### src/rtl/ex_mem_register_if.sv
// rtl/ex_mem_register_if.sv - EX/MEM to MEM-stage handshake bus
interface ex_mem_register_if;
   logic        mem_valid;
   logic        mem_ready;
   logic [31:0] mem_addr;
   logic [31:0] mem_store_data;
   logic [4:0]  mem_dest;
   logic [3:0]  mem_ctrl;
   logic        mem_zero;

   modport master (
      output mem_valid,
      output mem_addr,
      output mem_store_data,
      output mem_dest,
      output mem_ctrl,
      output mem_zero,
      input  mem_ready
   );

   modport slave (
      input  mem_valid,
      input  mem_addr,
      input  mem_store_data,
      input  mem_dest,
      input  mem_ctrl,
      input  mem_zero,
      output mem_ready
   );
endinterface

### src/rtl/ex_mem_register.sv
// rtl/ex_mem_register.sv - one-entry EX/MEM pipeline register with ALU-status traps
module ex_mem_register #(
   parameter int TRAP_EN = 1,
   parameter int CNT_W   = 16
) (
   input  logic                clk,
   input  logic                reset_n,
   input  logic [31:0]         ALU_result,
   input  logic [7:0]          ALU_status,
   input  logic                ex_valid,
   output logic                ex_ready,
   input  logic [31:0]         ex_store_data,
   input  logic [4:0]          ex_dest,
   input  logic [4:0]          ex_ctrl,
   input  logic                flush,
   ex_mem_register_if.master   mem,
   output logic                exc_valid,
   output logic [1:0]          exc_code,
   output logic [31:0]         exc_pc_tag,
   input  logic                exc_ack,
   output logic [CNT_W-1:0]    exc_count
);

   typedef enum logic [1:0] {EMPTY = 2'd0, FULL = 2'd1, TRAP = 2'd2} state_t;

   localparam logic TRAP_ON = (TRAP_EN != 0);

   state_t state;
   state_t state_next;

   logic accept;
   logic trap_ovf;
   logic trap_mis;
   logic trap_hit;
   logic trap_take;
   logic load_dp;
   logic unused_status;

   assign unused_status = ^{ALU_status[6], ALU_status[4], ALU_status[2:0]};

   // flush discards the incoming instruction, so it is never accepted nor trapped
   assign accept    = ex_valid & ex_ready & ~flush;
   assign trap_ovf  = TRAP_ON & ex_ctrl[4] & ALU_status[5];
   assign trap_mis  = TRAP_ON & (ex_ctrl[3] | ex_ctrl[2]) & ALU_status[3];
   assign trap_hit  = trap_ovf | trap_mis;
   assign trap_take = accept & trap_hit;
   assign load_dp   = accept & ~trap_hit;

   always_ff @(posedge clk) begin
      if (!reset_n) begin
         state <= EMPTY;
      end else begin
         state <= state_next;
      end
   end

   always_comb begin
      state_next = state;
      unique case (state)
         EMPTY: begin
            if (trap_take)    state_next = TRAP;
            else if (load_dp) state_next = FULL;
         end
         FULL: begin
            if (flush)                               state_next = EMPTY;
            else if (trap_take)                      state_next = TRAP;
            else if (load_dp)                        state_next = FULL;
            else if (mem.mem_valid & mem.mem_ready)  state_next = EMPTY;
         end
         TRAP: begin
            if (exc_ack) state_next = EMPTY;
         end
         default: state_next = EMPTY;
      endcase
   end

   always_comb begin
      ex_ready      = 1'b0;
      mem.mem_valid = 1'b0;
      exc_valid     = 1'b0;
      unique case (state)
         EMPTY: ex_ready = 1'b1;
         FULL: begin
            ex_ready      = mem.mem_ready;
            mem.mem_valid = 1'b1;
         end
         TRAP:    exc_valid = 1'b1;
         default: ex_ready  = 1'b0;
      endcase
   end

   always_ff @(posedge clk) begin
      if (!reset_n) begin
         mem.mem_addr       <= 32'd0;
         mem.mem_store_data <= 32'd0;
         mem.mem_dest       <= 5'd0;
         mem.mem_ctrl       <= 4'd0;
         mem.mem_zero       <= 1'b0;
         exc_code           <= 2'b00;
         exc_pc_tag         <= 32'd0;
         exc_count          <= '0;
      end else begin
         if (load_dp) begin
            mem.mem_addr       <= ALU_result;
            mem.mem_store_data <= ex_store_data;
            mem.mem_dest       <= ex_dest;
            mem.mem_ctrl       <= ex_ctrl[3:0];
            mem.mem_zero       <= ALU_status[7];
         end
         if (trap_take) begin
            exc_code   <= trap_ovf ? 2'b01 : 2'b10;
            exc_pc_tag <= ALU_result;
            if (exc_count != {CNT_W{1'b1}}) begin
               exc_count <= exc_count + CNT_W'(1);
            end
         end
      end
   end

endmodule
### src/flat_wrapper.sv
// flat-port wrapper written by rule: the top's interface ports become plain ports
module ex_mem_register_flat 
#(
   parameter int TRAP_EN = 1,
   parameter int CNT_W   = 16
)
  (clk, reset_n, ALU_result, ALU_status, ex_valid, ex_ready, ex_store_data, ex_dest, ex_ctrl, flush, exc_valid, exc_code, exc_pc_tag, exc_ack, exc_count, mem_mem_valid, mem_mem_addr, mem_mem_store_data, mem_mem_dest, mem_mem_ctrl, mem_mem_zero, mem_mem_ready);
  ex_mem_register_if mem_i ();
  input  logic clk;
  input  logic reset_n;
  input  logic [31:0] ALU_result;
  input  logic [7:0] ALU_status;
  input  logic ex_valid;
  output logic ex_ready;
  input  logic [31:0] ex_store_data;
  input  logic [4:0] ex_dest;
  input  logic [4:0] ex_ctrl;
  input  logic flush;
  output logic exc_valid;
  output logic [1:0] exc_code;
  output logic [31:0] exc_pc_tag;
  input  logic exc_ack;
  output logic [CNT_W-1:0] exc_count;
  output wire logic [$bits(mem_i.mem_valid)-1:0] mem_mem_valid;
  output wire logic [$bits(mem_i.mem_addr)-1:0] mem_mem_addr;
  output wire logic [$bits(mem_i.mem_store_data)-1:0] mem_mem_store_data;
  output wire logic [$bits(mem_i.mem_dest)-1:0] mem_mem_dest;
  output wire logic [$bits(mem_i.mem_ctrl)-1:0] mem_mem_ctrl;
  output wire logic [$bits(mem_i.mem_zero)-1:0] mem_mem_zero;
  input wire logic [$bits(mem_i.mem_ready)-1:0] mem_mem_ready;
  assign mem_mem_valid = mem_i.mem_valid;
  assign mem_mem_addr = mem_i.mem_addr;
  assign mem_mem_store_data = mem_i.mem_store_data;
  assign mem_mem_dest = mem_i.mem_dest;
  assign mem_mem_ctrl = mem_i.mem_ctrl;
  assign mem_mem_zero = mem_i.mem_zero;
  assign mem_i.mem_ready = mem_mem_ready;
  ex_mem_register #(.TRAP_EN(TRAP_EN), .CNT_W(CNT_W)) u_core (.clk(clk), .reset_n(reset_n), .ALU_result(ALU_result), .ALU_status(ALU_status), .ex_valid(ex_valid), .ex_ready(ex_ready), .ex_store_data(ex_store_data), .ex_dest(ex_dest), .ex_ctrl(ex_ctrl), .flush(flush), .mem(mem_i), .exc_valid(exc_valid), .exc_code(exc_code), .exc_pc_tag(exc_pc_tag), .exc_ack(exc_ack), .exc_count(exc_count));
endmodule
### config.mk
export PLATFORM = sky130hd
export DESIGN_NAME = ex_mem_register_flat
export DESIGN_NICKNAME = d
export VERILOG_FILES = /design/src/rtl/ex_mem_register_if.sv /design/src/rtl/ex_mem_register.sv /design/src/flat_wrapper.sv
export SDC_FILE = /design/constraint.sdc
export NUM_CORES = 1
export LEC_CHECK = 0
export CAP_MARGIN = 0
export CORE_ASPECT_RATIO = 1.5
export CORE_MARGIN = 2
export CORE_UTILIZATION = 42
export DETAILED_ROUTE_END_ITERATION = 6
export PLACE_DENSITY = 0.8
export SLEW_MARGIN = 20
export SYNTH_ARGS = -nofsm -noshare
export SYNTH_HDL_FRONTEND = slang
export SYNTH_SLANG_ARGS = --single-unit
### constraint.sdc
create_clock -name clk -period 1.9 [get_ports clk]
set_input_delay 0.285 -clock clk [delete_from_list [all_inputs] [get_ports clk]]
set_output_delay 0.285 -clock clk [all_outputs]
set_load 0.01 [all_outputs]
==> run_results.csv, run 1 <==
group,metric,value,unit
cts,cts_tree,"done",
synth,synth_top_area_share,50.6,%
route,routedWlPerCell,17.0,um
grt,grt_pass1_wl,25500,um
cts,cts_buffers,17,
synth,ys.flop_type,"dfxtp_1",
sta,fin_crit,1.81,ns
grt,grt_pass1_vias,5063,
synth,synthCells,606,
cts,cts.clk_slew.worst_paths,0.06,ns
sta,slew_headroom,73.3,%
sta,setup_viol,0,
pwr,total_power,6.85,mW
route,wirelength,16400,um
floorplan,rows,48,
route,num_vias,5341,
cts,clockBufferDepth,2,
sta,fin_ws,0.0936,ns
synth,async_flop_share,0,%
route,drt_drc_violations_left,0,
placed_design,dp_hpwl,11400,um
synth,synth.most_common_cell,"dfxtp_1",
cts,cts-root-buf,"clkbuf_16",
layout,nets,891,
synth,yosysSeqAreaShare,50.6,%
route,drtAntennaViolNets,0,
synth,synth_edf_count,0,
cts,clk_latency,0.41,ns
synth,netlist_area,0.00499,sq mm
synth,synth_fp_nets,695,
layout,areaGrowthSynthToFinish,59.3,%
pwr,vdd_ir_drop_max,664,uV
floorplan,core_region_area,0.0115,sq mm
cts,cts.sinks,126,
placed_design,place.gp.congestion,0.846,
critical_path,cp_max_fo,4,
outcome,outcome,"completed",
critical_path,end_kind,"output pin",
synth,synth_area_per_cell,8.23,sq um
route,firstDrtPassIters,6,
sta,fin_crit_sh,95.1,%
layout,final_util,68.9,%
grt,antenna_found_initial,0,
route,via_per_inst,5.54,
pwr,p_leak,2.67,nW
sta,report.final.slew_viol_count,0,
floorplan,io_pins,215,
synth,ys_warn_count,0,
grt,grt_max_degree,60,
cts,postCtsSetupBuffers,0,
cts,htreeDepth,4,
layout,drive_above_1_share,8.72,%
sta,hold_slack,0.436,ns
floorplan,die_width,93.0,um
sta,final.setup_skew,0.00704,ns
synth,synthTopCellsByArea,"dfxtp_1 51%, a21oi_1 12%, o21ai_0 7.7%",
min_path,hold_path_class,"in -> reg",
grt,track_usage,25.3,%
sta,fmax,554,MHz
floorplan,die_y,137,um
route,drt_iter0_markers,348,
pwr,p_per_area,862,mW/mm^2
sta,rsz0062_at_grt,"false",
synth,synth_area_leader_cell,"dfxtp_1",
floorplan,initial_utilization,43.3,%
synth,ys_seq_elements,126,
critical_path,arrival,1.52,ns
critical_path,path_class,"reg -> out",
synth,yosys-top-cells-count,"126 x dfxtp_1, 118 x a21oi_1, 77 x o21ai_0, 76 x nand2_1, 76 x nand3_1",
critical_path,required,1.62,ns
grt,grt_overflow,0,
placed_design,pre_cts_slack,-0.194,ns
placed_design,port_buffers,209,
sta,worst_slew_pin_slew,0.396,ns
floorplan,die-area,0.0128,sq mm
flow_run,maxCapViolCount,0,
sta,hold_viol,0,
critical_path,cp-start-kind,"register",
synth,yosysUniqueCellTypes,40,
layout,antenna_cells,0,
## layout make-up
class | instances | area [sq um]
Multi-Input combinational cell | 417 | 2210
Clock buffer | 22 | 484
Clock inverter | 9 | 110
Tap cell | 150 | 188
Sequential cell | 126 | 2520
Timing Repair Buffer | 236 | 2420
Inverter | 4 | 16.3
Fill cell | 919 | 3590
## metal layers
metal,up-vias,GRT usage (%),wire length [um]
li1,2555,-,-
met1,2502,28.4,6170
met2,243,44.0,8520
met3,41,6.95,1100
met4,0,12.1,622
met5,-,0,0
## report_power, final
part	switching (mW)	leakage (nW)	internal [mW]
Clock	1.16	0.284	2.06
Sequential	0.0430	1.02	2.73
Combinational	0.413	1.37	0.438
## flip-flops by register name, summed over array words and instances (netlist names)
register and cells:
u_core.mem.mem_zero 1, u_core.mem.mem_dest 5, u_core.mem.mem_store_data 32, u_core.exc_count 16
u_core.state 2, u_core.mem.mem_ctrl 4, u_core.exc_code 2, u_core.mem.mem_addr 32
u_core.exc_pc_tag 32
## cell families after synthesis
| kind of cell | count (synthesis) | synth area share, % |
|---|---|---|
| AO/OA/AOI/OAI | 216 | 23.4 |
| AND/OR/NAND/NOR | 197 | 19.5 |
| flip-flops | 126 | 50.6 |
| buffers and inverters | 63 | 5.64 |
| multiplexers | 3 | 0.602 |
| adder cells (fa/ha/maj) | 1 | 0.251 |
## cells in the final DEF, fill, tap and decap left out, types with 2 or more instances in the layout
cell,count
clkdlybuf4s50_1,207
dfxtp_1,125
a21oi_1,118
o21ai_0,77
nand2_1,76
nand3_1,75
clkbuf_16,17
buf_4,17
buf_12,10
o31ai_1,8
nand4_1,7
or4_1,7
nor4_1,5
and2_1,4
nand2b_1,4
clkbuf_8,4
clkinv_2,3
and3_1,3
mux2i_1,3
o41ai_1,3
clkinvlp_4,3
inv_1,2
and4_1,2
o311ai_0,2
or3_1,2
bufinv_16,2
clkinv_4,2
dlygate4sd2_1,2
## repair_timing
item                       in CTS  in global routing
setup endpoints to repair       2                  1
pin swaps                       0                  0
hold buffers                    0                  0
resized for setup               5                  1
## metrics by stage
| step | setup TNS, ns | area [sq um] | std cells |
|---|---|---|---|
| 2_1_floorplan | 0 | 4990 | 606 |
| 3_3_place_gp | -1.99 | 7340 | 933 |
| 3_5_place_dp | -3.34 | 7340 | 933 |
| 4_1_cts | 0 | 7940 | 964 |
| 5_1_grt | 0 | 7950 | 964 |
| 6_report | 0 | 7950 | 964 |
## worst paths after layout
path | end | depth (start not counted) | slack, ns | start
max | mem_mem_valid | 2 | 0.09 | u_core.state[0]
min | u_core.mem.mem_dest[0] | 3 | 0.44 | ex_dest[0]
max reg2reg | u_core.exc_count[3] | 5 | 0.11 | u_core.exc_count[1]
min reg2reg | u_core.exc_pc_tag[11] | 2 | 0.45 | u_core.exc_pc_tag[11]
## critical path: stages, from the launching register on
cell and delay (ns):
dfxtp_2 0.37, nor2b_2 0.20, clkdlybuf4s50_1 0.55
Note: power is estimated with default switching activity, not from simulation.
==> inputs of run 2 (changes only) <==
ABC_CLOCK_PERIOD_IN_PS = 1900   (was not set)
==> results of run 2 <==
Final layout, timing and power as in run 1 (identical DEF).
